[config.mk]
export PLATFORM = sky130hd
export DESIGN_NAME = fb_scanout_flat
export DESIGN_NICKNAME = d
export VERILOG_FILES = /design/src/rtl/fb_scanout_pkg.sv /design/src/rtl/fb_scanout_if.sv /design/src/rtl/fb_scanout_signal_delay.sv /design/src/rtl/fb_scanout.sv /design/src/flat_wrapper.sv
export SDC_FILE = /design/constraint.sdc
export NUM_CORES = 1
export LEC_CHECK = 0
export BUFFER_PORTS_ARGS = -buffer_cell sky130_fd_sc_hd__buf_2
export CAP_MARGIN = 20
export CORE_MARGIN = 10
export CORE_UTILIZATION = 41
export CTS_CLUSTER_DIAMETER = 60
export CTS_CLUSTER_SIZE = 10
export DETAILED_ROUTE_END_ITERATION = 12
export GPL_TIMING_DRIVEN = 1
export SLEW_MARGIN = 20
export SYNTH_ARGS = -nofsm -noshare
export SYNTH_HDL_FRONTEND = slang
export SYNTH_HIERARCHICAL = 1
export SYNTH_SLANG_ARGS = --single-unit
[constraint.sdc]
create_clock -name clk_pix -period 2.16 [get_ports clk_pix]
set_input_delay 0.108 -clock clk_pix [delete_from_list [all_inputs] [get_ports clk_pix]]
set_output_delay 0.108 -clock clk_pix [all_outputs]
set_load 0.01 [all_outputs]
[src/rtl/fb_scanout_pkg.sv]
// Shared defaults and helpers for the framebuffer scan-out slice.
// Latency: n/a (no logic).
// Backpressure: n/a.
package fb_scanout_pkg;

    localparam int DEF_CORDW     = 16;
    localparam int DEF_FB_WIDTH  = 160;
    localparam int DEF_FB_HEIGHT = 120;
    localparam int DEF_SCALE     = 4;
    localparam int DEF_DATAW     = 4;
    localparam int DEF_RD_LAT    = 1;

    // $clog2 that never returns zero, so a degenerate size still yields a 1-bit field
    function automatic int clog2_min1(input int n);
        return (n > 1) ? $clog2(n) : 1;
    endfunction

endpackage

[src/rtl/fb_scanout_if.sv]
// Bundle of timing-generator inputs, framebuffer read port and display outputs.
// Latency: n/a (wires only).
// Backpressure: none; every signal is a per-pixel-clock strobe or level.
interface fb_scanout_if
    import fb_scanout_pkg::*;
#(
    parameter int CORDW = DEF_CORDW,
    parameter int DATAW = DEF_DATAW,
    parameter int ADDRW = clog2_min1(DEF_FB_WIDTH * DEF_FB_HEIGHT)
);
    // timing generator side
    logic signed [CORDW-1:0] sx;
    logic signed [CORDW-1:0] sy;
    logic                    de;
    logic                    frame;
    logic                    line;
    logic                    hsync;
    logic                    vsync;
    // framebuffer read port
    logic                    fb_rd_en;
    logic [ADDRW-1:0]        fb_addr;
    logic [DATAW-1:0]        fb_data;
    // display side
    logic                    o_hsync;
    logic                    o_vsync;
    logic                    o_de;
    logic [DATAW-1:0]        o_pix;

    modport dut (
        input  sx, sy, de, frame, line, hsync, vsync, fb_data,
        output fb_rd_en, fb_addr, o_hsync, o_vsync, o_de, o_pix
    );

    modport tb (
        output sx, sy, de, frame, line, hsync, vsync, fb_data,
        input  fb_rd_en, fb_addr, o_hsync, o_vsync, o_de, o_pix
    );
endinterface

[src/rtl/fb_scanout_signal_delay.sv]
// Fixed-depth shift register used to align side-band signals with memory data.
// Latency: DEPTH cycles.
// Backpressure: none; shifts every cycle, synchronous reset flushes all stages to 0.
module signal_delay #(
    parameter int WIDTH = 1,
    parameter int DEPTH = 1
) (
    input  logic             clk_i,
    input  logic             rst_i,
    input  logic [WIDTH-1:0] dat_i,
    output logic [WIDTH-1:0] dat_o
);

    logic [WIDTH-1:0] stage_q [DEPTH];

    // shift one stage per cycle; reset clears the whole line so no stale values leak out
    always_ff @(posedge clk_i) begin
        if (rst_i) begin
            for (int i = 0; i < DEPTH; i++) begin
                stage_q[i] <= '0;
            end
        end else begin
            stage_q[0] <= dat_i;
            for (int i = 1; i < DEPTH; i++) begin
                stage_q[i] <= stage_q[i-1];
            end
        end
    end

    assign dat_o = stage_q[DEPTH-1];

endmodule

[src/rtl/fb_scanout.sv]
// Framebuffer scan-out: scaled read-address generation plus sync/de realignment to the read data.
// Latency: RD_LAT+2 cycles from timing inputs to o_hsync/o_vsync/o_de/o_pix.
// Backpressure: none; one pixel per clock, memory must honour the fixed read latency.
module fb_scanout
    import fb_scanout_pkg::*;
#(
    parameter int CORDW     = DEF_CORDW,
    parameter int FB_WIDTH  = DEF_FB_WIDTH,
    parameter int FB_HEIGHT = DEF_FB_HEIGHT,
    parameter int SCALE     = DEF_SCALE,
    parameter int DATAW     = DEF_DATAW,
    parameter int RD_LAT    = DEF_RD_LAT,
    parameter int BG_COLR   = 0
) (
    input  logic      clk_pix,
    input  logic      rst_pix,
    fb_scanout_if.dut bus
);

    localparam int ADDRW = clog2_min1(FB_WIDTH * FB_HEIGHT);
    localparam int CNTW  = clog2_min1(SCALE);
    localparam int LAT   = RD_LAT + 2;

    localparam logic signed [CORDW-1:0] X_LIM    = CORDW'(FB_WIDTH * SCALE);
    localparam logic signed [CORDW-1:0] Y_LIM    = CORDW'(FB_HEIGHT * SCALE);
    localparam logic [CNTW-1:0]         CNT_LAST = CNTW'(SCALE - 1);
    localparam logic [ADDRW-1:0]        ROW_STEP = ADDRW'(FB_WIDTH);
    localparam logic [DATAW-1:0]        BG       = DATAW'(BG_COLR);

    logic             synced_q;
    logic [ADDRW-1:0] line_base_q, line_base_d;
    logic [ADDRW-1:0] pix_addr_q, pix_addr_d;
    logic [CNTW-1:0]  hcnt_q, hcnt_d;
    logic [CNTW-1:0]  vcnt_q, vcnt_d;
    logic             row_used_q, row_used_d;
    logic             rd_en_q;
    logic [ADDRW-1:0] rd_addr_q;
    logic [DATAW-1:0] pix_q;
    logic             inreg;
    logic             rd_go;
    logic             rd_go_dly;
    logic [2:0]       sync_dly;

    // de already implies a non-negative position; the sign checks only guard odd generators
    assign inreg = bus.de && !bus.sx[CORDW-1] && !bus.sy[CORDW-1] &&
                   (bus.sx < X_LIM) && (bus.sy < Y_LIM);
    assign rd_go = inreg && synced_q;

    // address walk: frame rewinds, line steps the row base after SCALE used lines, pixels step every SCALE reads
    always_comb begin
        line_base_d = line_base_q;
        pix_addr_d  = pix_addr_q;
        hcnt_d      = hcnt_q;
        vcnt_d      = vcnt_q;
        row_used_d  = row_used_q;
        if (bus.frame) begin
            line_base_d = '0;
            pix_addr_d  = '0;
            hcnt_d      = '0;
            vcnt_d      = '0;
            row_used_d  = 1'b0;
        end else if (bus.line) begin
            // blank lines never set row_used, so they do not consume vertical repeats
            if (row_used_q) begin
                if (vcnt_q == CNT_LAST) begin
                    vcnt_d      = '0;
                    line_base_d = line_base_q + ROW_STEP;
                end else begin
                    vcnt_d = vcnt_q + 1'b1;
                end
            end
            pix_addr_d = line_base_d;
            hcnt_d     = '0;
            row_used_d = 1'b0;
        end else if (rd_go) begin
            row_used_d = 1'b1;
            if (hcnt_q == CNT_LAST) begin
                hcnt_d     = '0;
                pix_addr_d = pix_addr_q + 1'b1;
            end else begin
                hcnt_d = hcnt_q + 1'b1;
            end
        end
    end

    // state registers and the registered read port; address holds between reads
    always_ff @(posedge clk_pix) begin
        if (rst_pix) begin
            synced_q    <= 1'b0;
            line_base_q <= '0;
            pix_addr_q  <= '0;
            hcnt_q      <= '0;
            vcnt_q      <= '0;
            row_used_q  <= 1'b0;
            rd_en_q     <= 1'b0;
            rd_addr_q   <= '0;
        end else begin
            synced_q    <= synced_q | bus.frame;
            line_base_q <= line_base_d;
            pix_addr_q  <= pix_addr_d;
            hcnt_q      <= hcnt_d;
            vcnt_q      <= vcnt_d;
            row_used_q  <= row_used_d;
            rd_en_q     <= rd_go;
            if (rd_go) begin
                rd_addr_q <= pix_addr_q;
            end
        end
    end

    signal_delay #(.WIDTH(3), .DEPTH(LAT)) u_sync_dly (
        .clk_i (clk_pix),
        .rst_i (rst_pix),
        .dat_i ({bus.hsync, bus.vsync, bus.de}),
        .dat_o (sync_dly)
    );

    // one stage shorter than the sync path: it meets fb_data, then both go through pix_q
    signal_delay #(.WIDTH(1), .DEPTH(LAT - 1)) u_reg_dly (
        .clk_i (clk_pix),
        .rst_i (rst_pix),
        .dat_i (rd_go),
        .dat_o (rd_go_dly)
    );

    // output pixel: memory data inside the bitmap, background elsewhere, 0 while in reset
    always_ff @(posedge clk_pix) begin
        if (rst_pix) begin
            pix_q <= '0;
        end else begin
            pix_q <= rd_go_dly ? bus.fb_data : BG;
        end
    end

    assign bus.fb_rd_en = rd_en_q;
    assign bus.fb_addr  = rd_addr_q;
    assign bus.o_hsync  = sync_dly[2];
    assign bus.o_vsync  = sync_dly[1];
    assign bus.o_de     = sync_dly[0];
    assign bus.o_pix    = pix_q;

endmodule
[src/flat_wrapper.sv]
// flat-port wrapper written by rule: the top's interface ports become plain ports
module fb_scanout_flat import fb_scanout_pkg::*;
#(
    parameter int CORDW     = DEF_CORDW,
    parameter int FB_WIDTH  = DEF_FB_WIDTH,
    parameter int FB_HEIGHT = DEF_FB_HEIGHT,
    parameter int SCALE     = DEF_SCALE,
    parameter int DATAW     = DEF_DATAW,
    parameter int RD_LAT    = DEF_RD_LAT,
    parameter int BG_COLR   = 0
)
  (clk_pix, rst_pix, bus_sx, bus_sy, bus_de, bus_frame, bus_line, bus_hsync, bus_vsync, bus_fb_data, bus_fb_rd_en, bus_fb_addr, bus_o_hsync, bus_o_vsync, bus_o_de, bus_o_pix);
  fb_scanout_if #(.CORDW(CORDW), .DATAW(DATAW)) bus_i ();
  input  logic clk_pix;
  input  logic rst_pix;
  input wire logic [$bits(bus_i.sx)-1:0] bus_sx;
  input wire logic [$bits(bus_i.sy)-1:0] bus_sy;
  input wire logic [$bits(bus_i.de)-1:0] bus_de;
  input wire logic [$bits(bus_i.frame)-1:0] bus_frame;
  input wire logic [$bits(bus_i.line)-1:0] bus_line;
  input wire logic [$bits(bus_i.hsync)-1:0] bus_hsync;
  input wire logic [$bits(bus_i.vsync)-1:0] bus_vsync;
  input wire logic [$bits(bus_i.fb_data)-1:0] bus_fb_data;
  output wire logic [$bits(bus_i.fb_rd_en)-1:0] bus_fb_rd_en;
  output wire logic [$bits(bus_i.fb_addr)-1:0] bus_fb_addr;
  output wire logic [$bits(bus_i.o_hsync)-1:0] bus_o_hsync;
  output wire logic [$bits(bus_i.o_vsync)-1:0] bus_o_vsync;
  output wire logic [$bits(bus_i.o_de)-1:0] bus_o_de;
  output wire logic [$bits(bus_i.o_pix)-1:0] bus_o_pix;
  assign bus_i.sx = bus_sx;
  assign bus_i.sy = bus_sy;
  assign bus_i.de = bus_de;
  assign bus_i.frame = bus_frame;
  assign bus_i.line = bus_line;
  assign bus_i.hsync = bus_hsync;
  assign bus_i.vsync = bus_vsync;
  assign bus_i.fb_data = bus_fb_data;
  assign bus_fb_rd_en = bus_i.fb_rd_en;
  assign bus_fb_addr = bus_i.fb_addr;
  assign bus_o_hsync = bus_i.o_hsync;
  assign bus_o_vsync = bus_i.o_vsync;
  assign bus_o_de = bus_i.o_de;
  assign bus_o_pix = bus_i.o_pix;
  fb_scanout #(.CORDW(CORDW), .FB_WIDTH(FB_WIDTH), .FB_HEIGHT(FB_HEIGHT), .SCALE(SCALE), .DATAW(DATAW), .RD_LAT(RD_LAT), .BG_COLR(BG_COLR)) u_core (.clk_pix(clk_pix), .rst_pix(rst_pix), .bus(bus_i));
endmodule
Yosys cells after proc, flatten, opt, wreduce, memory -nomap -nowiden
Memories as Yosys holds them, arrays and structs flattened.
Index checks and enable logic that the tools add are counted.

operators by class
  mux-type cells = 15
  eq/ne operators = 2
  add/sub/neg operators = 4
  order comparisons = 2
  bitwise logic cells = 7
  reduce and logical (&&, ||, !) cells = 14

operator list
  kind                                                                             number
  15-bit 2-to-1 mux                                                                5
  16-bit by 10-bit less-than comparator with 1-bit output (second input constant)  1
  16-bit by 11-bit less-than comparator with 1-bit output (second input constant)  1
  15-bit by 1-bit adder with 15-bit output (second input constant)                 1
  15-bit by 8-bit adder with 15-bit output (second input constant)                 1
  3-bit 2-to-1 mux                                                                 3
  1-bit bitwise OR                                                                 6
  1-bit logical AND                                                                5
  1-bit 2-to-1 mux                                                                 5
  2-bit by 1-bit adder with 2-bit output (second input constant)                   2
  2-bit equality test (second input constant)                                      2
  2-bit 2-to-1 mux                                                                 2
  2-bit AND reduction                                                              2
  2-bit nonzero test                                                               2
  2-bit OR reduction                                                               2
  3-bit OR reduction                                                               1
  1-bit logical NOT                                                                2
  1-bit inverter                                                                   1

storage, ports and cells
  input port bits = 43
  memories kept = 2
  word-level logic and storage cells = 55
  flip-flop bits (word level) = 56
  output and inout bits = 23
  bits in writable memories = 11

memories
  name                       depth  bits a word  rd ports  clocked after Yosys merged registers in  write ports  line                           text
  u_core.u_sync_dly.stage_q  3      3            3         0                                        3            fb_scanout_signal_delay.sv:14  logic [WIDTH-1:0] stage_q [DEPTH];
  u_core.u_reg_dly.stage_q   2      1            2         0                                        2            fb_scanout_signal_delay.sv:14

Longest topological paths before layout
Gate-level depths: netlist of the first run.

  depth after elaboration = 8
  depth in mapped cells = 7

Modules after synthesis
The synthesis of the first run kept the hierarchy.

by module, submodules not included
  module                            area an instance (um^2)  cells an instance  times used
  fb_scanout                        2,343.5                  278                1
  signal_delay (u_core.u_sync_dly)  259.0                    21                 1
  signal_delay (u_core.u_reg_dly)   52.6                     4                  1

Worst setup path after synthesis of the first run
Ideal clock, no wire load.

  kind = flip-flop to flip-flop
  from = reg u_core.synced_q
  to = reg u_core.pix_addr_q[14]
  cell stages (with the launch flop) = 6
  period minus slack after synthesis = 1.587 ns
  data arrival time = 1.468 ns
  path slack = 0.573 ns
  cells stage by stage = dfxtp_1 > nor3b_1 > nand4_1 > or2_1 > o311a_1 > a211o_1

between the ends
  cells in the longest elaborated chain, start to end = 3

ends and longest elaborated chain
  item                                  line               text
  start: declaration                    fb_scanout.sv:30   logic synced_q;
  start signal: assignment              fb_scanout.sv:98   synced_q <= synced_q | bus.frame;
  1-bit logical AND                     fb_scanout.sv:47   assign rd_go = inreg && synced_q;
  2-bit nonzero test (no source line)   -
  2-bit AND reduction (no source line)  -
  end signal: assignment                fb_scanout.sv:100  pix_addr_q <= pix_addr_d;
  end: declaration                      fb_scanout.sv:32   logic [ADDRW-1:0] pix_addr_q, pix_addr_d;

Every way passes these cells.
A chain may end at the register's enable or synchronous reset.

Worst setup path in the final report of the first run
  from = in bus_de
  to = reg u_core.rd_addr_q[14] (netlist: u_core/bus.fb_addr[14])

between the ends
  cells in the longest elaborated chain, start to end = 5

ends and longest elaborated chain
  item                            line                text
  start: declaration              flat_wrapper.sv:18  input wire logic [$bits(bus_i.de)-1:0] bus_de;
  1-bit logical AND (3 in a row)  fb_scanout.sv:45    assign inreg = bus.de && !bus.sx[CORDW-1] && !bus.sy[CORDW-1] &&
  1-bit logical AND               fb_scanout.sv:46    (bus.sx < X_LIM) && (bus.sy < Y_LIM);
  1-bit logical AND               fb_scanout.sv:47
  end signal: assignment          fb_scanout.sv:106   rd_addr_q <= pix_addr_q;
  end: declaration                fb_scanout.sv:37    logic [ADDRW-1:0] rd_addr_q;

Every way passes these cells.

==> impl_results.md, run 1 <==
- Net count after synthesis: 350
- XOR/XNOR Fraction of Synth Area: between 8 and 9%
- Simple-gate share of the synthesized area: 28.28%
- Total leakage power: approximately 0.0012 uW
- Count of flip-flops with a built-in enable after synthesis: 0
- Shortest period the worst path allows: about 1.8 ns
- Switching component of the power: around 490 uW
- Number of port buffers: 53
- Switching share of total power: 21.69%
- Diode insertion count for antenna repair: 0
- Synth warnings: 6
- Cell count after placement: ~420
- 1st-iter DRT viols: 111
- Most used flip-flop cell after synthesis: sky130_fd_sc_hd__dfxtp_1
- Summed instance area of the synthesized netlist: between 0.002 and 0.003 mm^2
- Total wire length: slightly above 6000 um
- Fraction of power consumed by combinational cells: roughly 4.1%
- Status: completed
- Dominant combinational cell family by area after synthesis: simple AND/OR/NAND/NOR gates
- Final count of pins violating max slew: 0
- Starting utilization of the core area: approximately 42%
- Adder-cell share of the synthesized area: 1.885%
- Critical Path Source Type: input pin
- Largest driver fanout on the critical path: 18
- Number of unique standard cell types used by synthesis: between 40 and 50
- Required time of the critical path: ~2.4 ns
- Antenna violations before repair: 0
- Clock buffer count from CTS: 9
- Endpoint class of the critical path: register
- Synthesized instance count: just over 300
- Num ports: 66
- Area growth from synthesis to layout: 22.01%
- Clk sinks: 62
- Max-cap check violation count: 0
- Final number of hold-violating endpoints: 0
- Final cycle utilization of the critical path: roughly 85%
- Register area share after synthesis: 46.75%
- Drt drc: 0
- Share of synthesized registers carrying an async set or reset: 0%
- Row Count: 29
- Worst-case clock skew: roughly 0.0059 ns
- Number of buffers on the longest clock path: 2
- Synthesized area divided by synthesized cell count: 8.763 um^2
- Pwr per Cell Area: a little under 700 mW/mm^2
- Clock latency of the later-clocked register in the worst-skew pair: between 0.3 and 0.4 ns
- Clock network fraction of total power: 43.9%
- Internal: 1757 uW
- Placed wire-length estimate: roughly 4300 um
- Global-route wire length before repair: 10360 um
- Relative slew margins: about two thirds
- Overall power: roughly 2200 uW
- Level count of the clock H-tree: 3
- Placeable core area: between 0.006 and 0.007 mm^2
- Total Negative Setup Slacks: 0 ns
- Filler-free cell count of the finished design: between 400 and 500
- Top cell type's share of synthesized area: 46.75%
- Largest net degree at the start of global routing: 30
- Ratio of routed vias to standard cells: 5.137
- Final Wtd Congestion: approximately 0.84
- Final antenna-violating net count: 0
- Vias after detailed routing: 2281
- First-pass DRT Iterations: 6
- Cts repair resizes: 0
- Die extent in y: approximately 100 um
- Hold-fix buffer count after cts: 7
- Flop pwr share: roughly 52%
- Share of synthesized area spent on multiplexers: less than 1%
- Wirelength per Cell: between 10 and 15 um
- Clk Tree Root Cell: sky130_fd_sc_hd__clkbuf_8
- Min-delay worst type: input pin to register
- CTS clk-pin slew, worst paths: ~0.07 ns
- Slew at the pin closest to its max-slew limit: between 0.5 and 0.6 ns
- Vias in the first global route: 2150
- Worst reg2reg setup slack: between 0.3 and 0.4 ns
- GRT overflow: 0
- Count of endpoints failing setup in the final report: 0
- Worst slack at placement: about 0.39 ns
- Post-route worst setup slack: around 0.32 ns
- Die footprint: 0.01009 mm^2
- Area contributors post-synth: sky130_fd_sc_hd__dfxtp_1, sky130_fd_sc_hd__nand2_1, sky130_fd_sc_hd__xnor2_1, sky130_fd_sc_hd__a21oi_1, sky130_fd_sc_hd__nor2_1
- Layout net count: 410
- Chip Width: ~100 um
- Total Routing Usage GR: 12.70%
- Dominant cell type by area after synthesis: sky130_fd_sc_hd__dfxtp_1
- Kind of critical path: input pin to register
- Number of setup buffers added after CTS: 0
- Clock tree from TritonCTS: done
- Fraction of the mapped netlist area in compound gates: between 10 and 15%
- Max VDD drop: around 0.36 mV
- Arrival time of the worst setup path: between 2 and 2.5 ns
- F_max: ~540 MHz
- Register bit count reported by yosys: between 60 and 70
- Unrepaired setup endpoints after global routing: no
- Ratio of cells with drive above 1 in the final layout: ~22%
==> synthesized netlist by cell type (4+ instances only) <==
library cell / count
sky130_fd_sc_hd__o21ai_0: 6
sky130_fd_sc_hd__buf_2: 5
sky130_fd_sc_hd__ha_1: 4
sky130_fd_sc_hd__dfxtp_1: 62
sky130_fd_sc_hd__xnor2_1: 16
sky130_fd_sc_hd__nor4_1: 7
sky130_fd_sc_hd__clkbuf_1: 7
sky130_fd_sc_hd__nand3_1: 12
sky130_fd_sc_hd__nor2b_1: 12
sky130_fd_sc_hd__nor4_2: 5
sky130_fd_sc_hd__nand4_1: 7
sky130_fd_sc_hd__nand2_1: 45
sky130_fd_sc_hd__and2_1: 6
sky130_fd_sc_hd__xor2_1: 10
sky130_fd_sc_hd__nor2_1: 24
sky130_fd_sc_hd__nor3_1: 6
sky130_fd_sc_hd__a21oi_1: 27
sky130_fd_sc_hd__and4_1: 4
==> worst paths after layout <==
kind | from | end | cells after the start
worst max-delay path | bus_de | u_core/bus.fb_addr[14]$_SDFFE_PP0P_ | 9
worst min-delay path | bus_frame | u_core/synced_q$_SDFF_PP0_ | 3
worst max register to register | u_core/synced_q$_SDFF_PP0_ | u_core/bus.fb_addr[12]$_SDFFE_PP0P_ | 7
worst min register to register | u_core/u_sync_dly/stage_q[0][0]$_SDFF_PP0_ | u_core/u_sync_dly/stage_q[0][3]$_SDFF_PP0_ | 1
==> cell usage in the layout, fill, tap and decap left out, types with 4 or more instances in the layout <==
cell type | Yosys | final
sky130_fd_sc_hd__a21oi_1 | 27 | 27
sky130_fd_sc_hd__and2_1 | 6 | 6
sky130_fd_sc_hd__and4_1 | 4 | 4
sky130_fd_sc_hd__buf_2 | 5 | 53
sky130_fd_sc_hd__buf_4 | 3 | 6
sky130_fd_sc_hd__clkbuf_8 | 0 | 10
sky130_fd_sc_hd__dfxtp_1 | 62 | 62
sky130_fd_sc_hd__dlygate4sd3_1 | 0 | 7
sky130_fd_sc_hd__ha_1 | 4 | 4
sky130_fd_sc_hd__nand2_1 | 45 | 45
sky130_fd_sc_hd__nand3_1 | 12 | 12
sky130_fd_sc_hd__nand4_1 | 7 | 7
sky130_fd_sc_hd__nor2_1 | 24 | 24
sky130_fd_sc_hd__nor2b_1 | 12 | 12
sky130_fd_sc_hd__nor3_1 | 6 | 6
sky130_fd_sc_hd__nor4_1 | 7 | 7
sky130_fd_sc_hd__nor4_2 | 5 | 5
sky130_fd_sc_hd__o21ai_0 | 6 | 6
sky130_fd_sc_hd__xnor2_1 | 16 | 16
sky130_fd_sc_hd__xor2_1 | 10 | 10
==> state kept, by name (all words and copies together) (netlist names) <==
signal                     cells
u_core/row_used_q              1
u_core/hcnt_q                  2
u_core/line_base_q            10
u_core/vcnt_q                  2
u_core/bus.fb_addr            15
u_core/synced_q                1
u_core/u_reg_dly/stage_q       2
u_core/pix_addr_q             15
u_core/bus.fb_rd_en            1
u_core/bus.o_pix               4
u_core/u_sync_dly/stage_q      9
==> power groups by stage <==
| stage | logic (uW) | registers [uW] | clock network, uW |
|---|---|---|---|
| after detailed placement | 82.6 | 1190 | 0 |
| final | 92.1 | 1170 | 986 |
| after global routing | 104 | 1170 | 1060 |
| after floorplan | 43.1 | 1190 | 0 |
| after global placement | 81.5 | 1190 | 0 |
| after CTS | 93.0 | 1170 | 1020 |
==> worst max-delay path, cell delays in order <==
cell and delay [ns]:
sky130_fd_sc_hd__dlygate4sd3_1 0.53, sky130_fd_sc_hd__buf_2 0.12, sky130_fd_sc_hd__nor4b_1 0.13, sky130_fd_sc_hd__nand2_1 0.08, sky130_fd_sc_hd__or2_1 0.16, sky130_fd_sc_hd__buf_4 0.18, sky130_fd_sc_hd__clkinv_1 0.44, sky130_fd_sc_hd__nand2_1 0.22
sky130_fd_sc_hd__a21oi_1 0.08
==> layer usage <==
metal	global-route usage, %	share of wire, %
met3	4.527	6.0
met2	20.43	49
met5	0	0
met4	5.435	1.4
met1	14.91	43
==> logic make-up (layout without fill, tap and decap cells) <==
family / count (synthesis) / after routing
AND/OR/NAND/NOR: 142 / 142
AO/OA/AOI/OAI: 46 / 46
flip-flops: 62 / 62
adder cells (fa/ha/maj): 4 / 4
buffers and inverters: 21 / 85
multiplexers: 2 / 2
XOR/XNOR: 26 / 26
==> layout make-up <==
type | count | area, um^2
Timing Repair Buffer | 66 | 380.4
Fill cell | 643 | 3074
Tap cell | 77 | 96.34
Multi-Input combinational cell | 220 | 1318
Inverter | 4 | 15.01
Clock inverter | 4 | 47.55
Sequential cell | 62 | 1241
Clock buffer | 11 | 141.4
==> per-stage QoR <==
stage	area, um^2	hold slack, ns	util [%]
2_1_floorplan	2655	0.1796	-
3_3_place_gp	2980	0.3101	47.21
3_5_place_dp	2980	0.3136	47.21
4_1_cts	3239	0.01698	51.31
5_1_grt	3239	0.03684	51.31
6_report	3239	0.02298	51.31
(Power assumes the default switching activity.)
==> run 2, diff against run 1 <==
--- a/config.mk
+++ b/config.mk
@@ -16,5 +16,4 @@
 export SLEW_MARGIN = 20
 export SYNTH_ARGS = -nofsm -noshare
 export SYNTH_HDL_FRONTEND = slang
-export SYNTH_HIERARCHICAL = 1
 export SYNTH_SLANG_ARGS = --single-unit
==> run 2 against run 1 <==
  * Core utilization increased by 0.89 points
  * Worst setup slack got worse by 0.022 ns
  * Largest cell class unchanged
  * Critical path depth decreased by 1
  * Worst hold slack improved by 0.19 ns
==> impl_results.md, run 2 <==
- Status: completed
- Final count of pins violating max slew: 0
- Post-place instance area: 0.002997 mm^2
- F_max: roughly 540 MHz
- Dominant combinational cell family by area after synthesis: simple AND/OR/NAND/NOR gates
- Final antenna-violating net count: 0
- Hold-fix buffer count after cts: 8
- Summed instance area of the synthesized netlist: approximately 0.0026 mm^2
- Clock latency of the later-clocked register in the worst-skew pair: around 0.34 ns
- Largest driver fanout on the critical path: 14
- Share of synthesized area spent on multiplexers: less than 1%
- Commonest cells after routing, fill and taps aside: sky130_fd_sc_hd__dfxtp_1, sky130_fd_sc_hd__buf_2, sky130_fd_sc_hd__nand2_1
- Cts repair resizes: 0
- Most common cell in the synthesized netlist: sky130_fd_sc_hd__dfxtp_1
- Final number of hold-violating endpoints: 0
- Worst-case clock skew: between 0.005 and 0.006 ns
- Placeable core area: roughly 0.0063 mm^2
- Register bit count reported by yosys: 61
- Max-cap check violation count: 0
- Chip Width: roughly 100 um
- Fraction of the mapped netlist area in compound gates: between 10% and 20%
- Final cycle utilization of the critical path: between 80% and 90%
- Clock tree from TritonCTS: done
- Endpoint class of the critical path: register
- Drt drc: 0
- Register area share after synthesis: between 40% and 50%
- Ratio of cells with drive above 1 in the final layout: between 20 and 25%
- Total wire length: a little over 6000 um
- Number of buffers on the longest clock path: 2
- Level count of the clock H-tree: 3
- GRT overflow: 0
- Min-delay worst type: input pin to register
- Placed wire-length estimate: roughly 4400 um
- Net count after synthesis: 355
- Wirelength per Cell: roughly 13 um
- Die footprint: 0.009957 mm^2
- Clk Tree Root Cell: sky130_fd_sc_hd__clkbuf_8
- Kind of critical path: input pin to register
- Count of endpoints failing setup in the final report: 0
- Number of port buffers: 53
- Synthesized instance count: around 310
- Required time of the critical path: approximately 2.4 ns
- Final Wtd Congestion: roughly 0.84
- Number of unique standard cell types used by synthesis: 37
- Overall power: approximately 2200 uW
- Starting utilization of the core area: 41.58%
- Count of flip-flops with a built-in enable after synthesis: 0
- Top cell type's share of synthesized area: a little under half
- Die extent in y: 99.79 um
- Layout net count: between 400 and 500
- Origin of the worst setup path: bus_de
- Vias after detailed routing: 2281
- Most used flip-flop cell after synthesis: sky130_fd_sc_hd__dfxtp_1
- Total Routing Usage GR: 12.47%
- Unrepaired setup endpoints after global routing: no
- CTS clk-pin slew, worst paths: roughly 0.070 ns
- Global-route wire length before repair: slightly above 10000 um
- Area growth from synthesis to layout: 25.55%
- Simple-gate share of the synthesized area: between 20% and 30%
- Dominant cell type by area after synthesis: sky130_fd_sc_hd__dfxtp_1
- Routing usage on met3: about 5.4%
- First-pass DRT Iterations: 4
- Shortest period the worst path allows: about 1.9 ns
- Arrival time of the worst setup path: about 2.1 ns
- 1st-iter DRT viols: between 60 and 70
- Number of setup buffers added after CTS: 0
- Startpoint of the most critical hold path: bus_line
- Vias in the first global route: roughly 2200
- Synth warnings: 0
- Critical Path Source Type: input pin
- Ratio of routed vias to standard cells: approximately 5
- Finished Core Util: between 50% and 60%
- Pwr per Cell Area: a little under 700 mW/mm^2
- Share of synthesized registers carrying an async set or reset: 0%
- Commonest non-fill, non-tap cell in the layout: sky130_fd_sc_hd__dfxtp_1
- Clk sinks: 61
- Num ports: 66
- Final standard cell area without fillers: about 0.0033 mm^2
- Max VDD drop: approximately 0.43 mV
- Row Count: 29
- Total Negative Setup Slacks: 0 ns
- Gr busiest metal: met2
- Adder-cell share of the synthesized area: ~1.9%
- Total leakage power: between 0.001 and 0.0015 uW
- Diode insertion count for antenna repair: 0
- Slew at the pin closest to its max-slew limit: approximately 0.47 ns
- Clock buffer count from CTS: 9
- Reg-to-Reg Start: u_core.synced_q$_SDFF_PP0_
- Area contributors post-synth: sky130_fd_sc_hd__dfxtp_1, sky130_fd_sc_hd__nand2_1, sky130_fd_sc_hd__xnor2_1, sky130_fd_sc_hd__a21oi_1, sky130_fd_sc_hd__nor2_1
- Synthesized area divided by synthesized cell count: about 8.5 um^2
- XOR/XNOR Fraction of Synth Area: about 8.1%
- Most used standard cells in the synthesized netlist: sky130_fd_sc_hd__dfxtp_1, sky130_fd_sc_hd__nand2_1, sky130_fd_sc_hd__nor2_1, sky130_fd_sc_hd__a21oi_1, sky130_fd_sc_hd__xnor2_1
- Largest net degree at the start of global routing: 30
- Relative slew margins: slightly below 70%
- Global routing met2 resource utilization: a little over 20%
- Met1 global-route usage: a little over an eighth
- Antenna violations before repair: 0
==> run 2: cell count changes in the layout (fill, tap and decap cells not counted), sizes merged, moves of 5 or more <==
| cell | before | now |
|---|---|---|
| nor2 | 24 | 31 |
| nand2 | 45 | 50 |
| nand3 | 12 | 6 |
| o31a | 0 | 5 |
| buf | 59 | 65 |
==> run 2: worst paths after layout <==
path / end / slack (ns) / cells after the start
min reg2reg: u_core.u_sync_dly.stage_q[0][7]$_SDFF_PP0_ / 0.44 / 1
min: u_core.vcnt_q[1]$_SDFFE_PP0P_ / 0.22 / 3
max reg2reg: u_core.hcnt_q[0]$_SDFFE_PP0P_ / 0.35 / 6
max: u_core.hcnt_q[0]$_SDFFE_PP0P_ / 0.30 / 8
==> run 2: cell families (layout without fill, tap and decap cells) <==
logic type / count (synthesis) / in the layout
compound gates: 48 / 48
xor+xnor: 24 / 24
fa+ha+maj: 4 / 4
buf+inv: 19 / 92
flops: 61 / 61
mux: 2 / 2
simple gates: 150 / 150
==> run 2: cell type report <==
cell class	count	area [um^2]
Fill cell	629	3000
Multi-Input combinational cell	228	1313
Sequential cell	61	1221
Timing Repair Buffer	73	435.4
Clock buffer	9	123.9
Tap cell	77	96.34
Clock inverter	7	76.32
Inverter	3	11.26
==> run 2: critical path, stage by stage <==
cell                            delay (ns)
sky130_fd_sc_hd__dlygate4sd3_1        0.52
sky130_fd_sc_hd__buf_2                0.10
sky130_fd_sc_hd__nor4b_1              0.23
sky130_fd_sc_hd__nand2_1              0.11
sky130_fd_sc_hd__or2_1                0.37
sky130_fd_sc_hd__buf_4                0.25
sky130_fd_sc_hd__or3_1                0.31
sky130_fd_sc_hd__a21oi_1              0.14
==> run 2: routing by layer <==
metal / vias up / routed length (um) / part of all wire, %
met2: 36 / 3042 / 50
li1: 1207 / - / -
met3: 11 / 296 / 4.8
met1: 1027 / 2701 / 44
met4: 0 / 85 / 1.4
met5: - / 0 / 0
==> run 2: metrics by stage <==
| step | hold slack (ns) | std cells | setup slack (ns) |
|---|---|---|---|
| 2_1_floorplan | 0.2238 | 308 | 0.5506 |
| 3_3_place_gp | 0.3066 | 434 | 0.3636 |
| 3_5_place_dp | 0.3123 | 434 | 0.3369 |
| 4_1_cts | 0.1919 | 458 | 0.3076 |
| 5_1_grt | 0.2417 | 458 | 0.1509 |
| 6_report | 0.2167 | 458 | 0.2972 |
==> run 2: where the power goes <==
group          switching (uW)  total [uW]  internal (uW)  leakage (uW)
sequential               6.69        1140           1140      0.000494
combinational            46.9        95.4           48.5      0.000665
clock                     475        1010            535     0.0000954
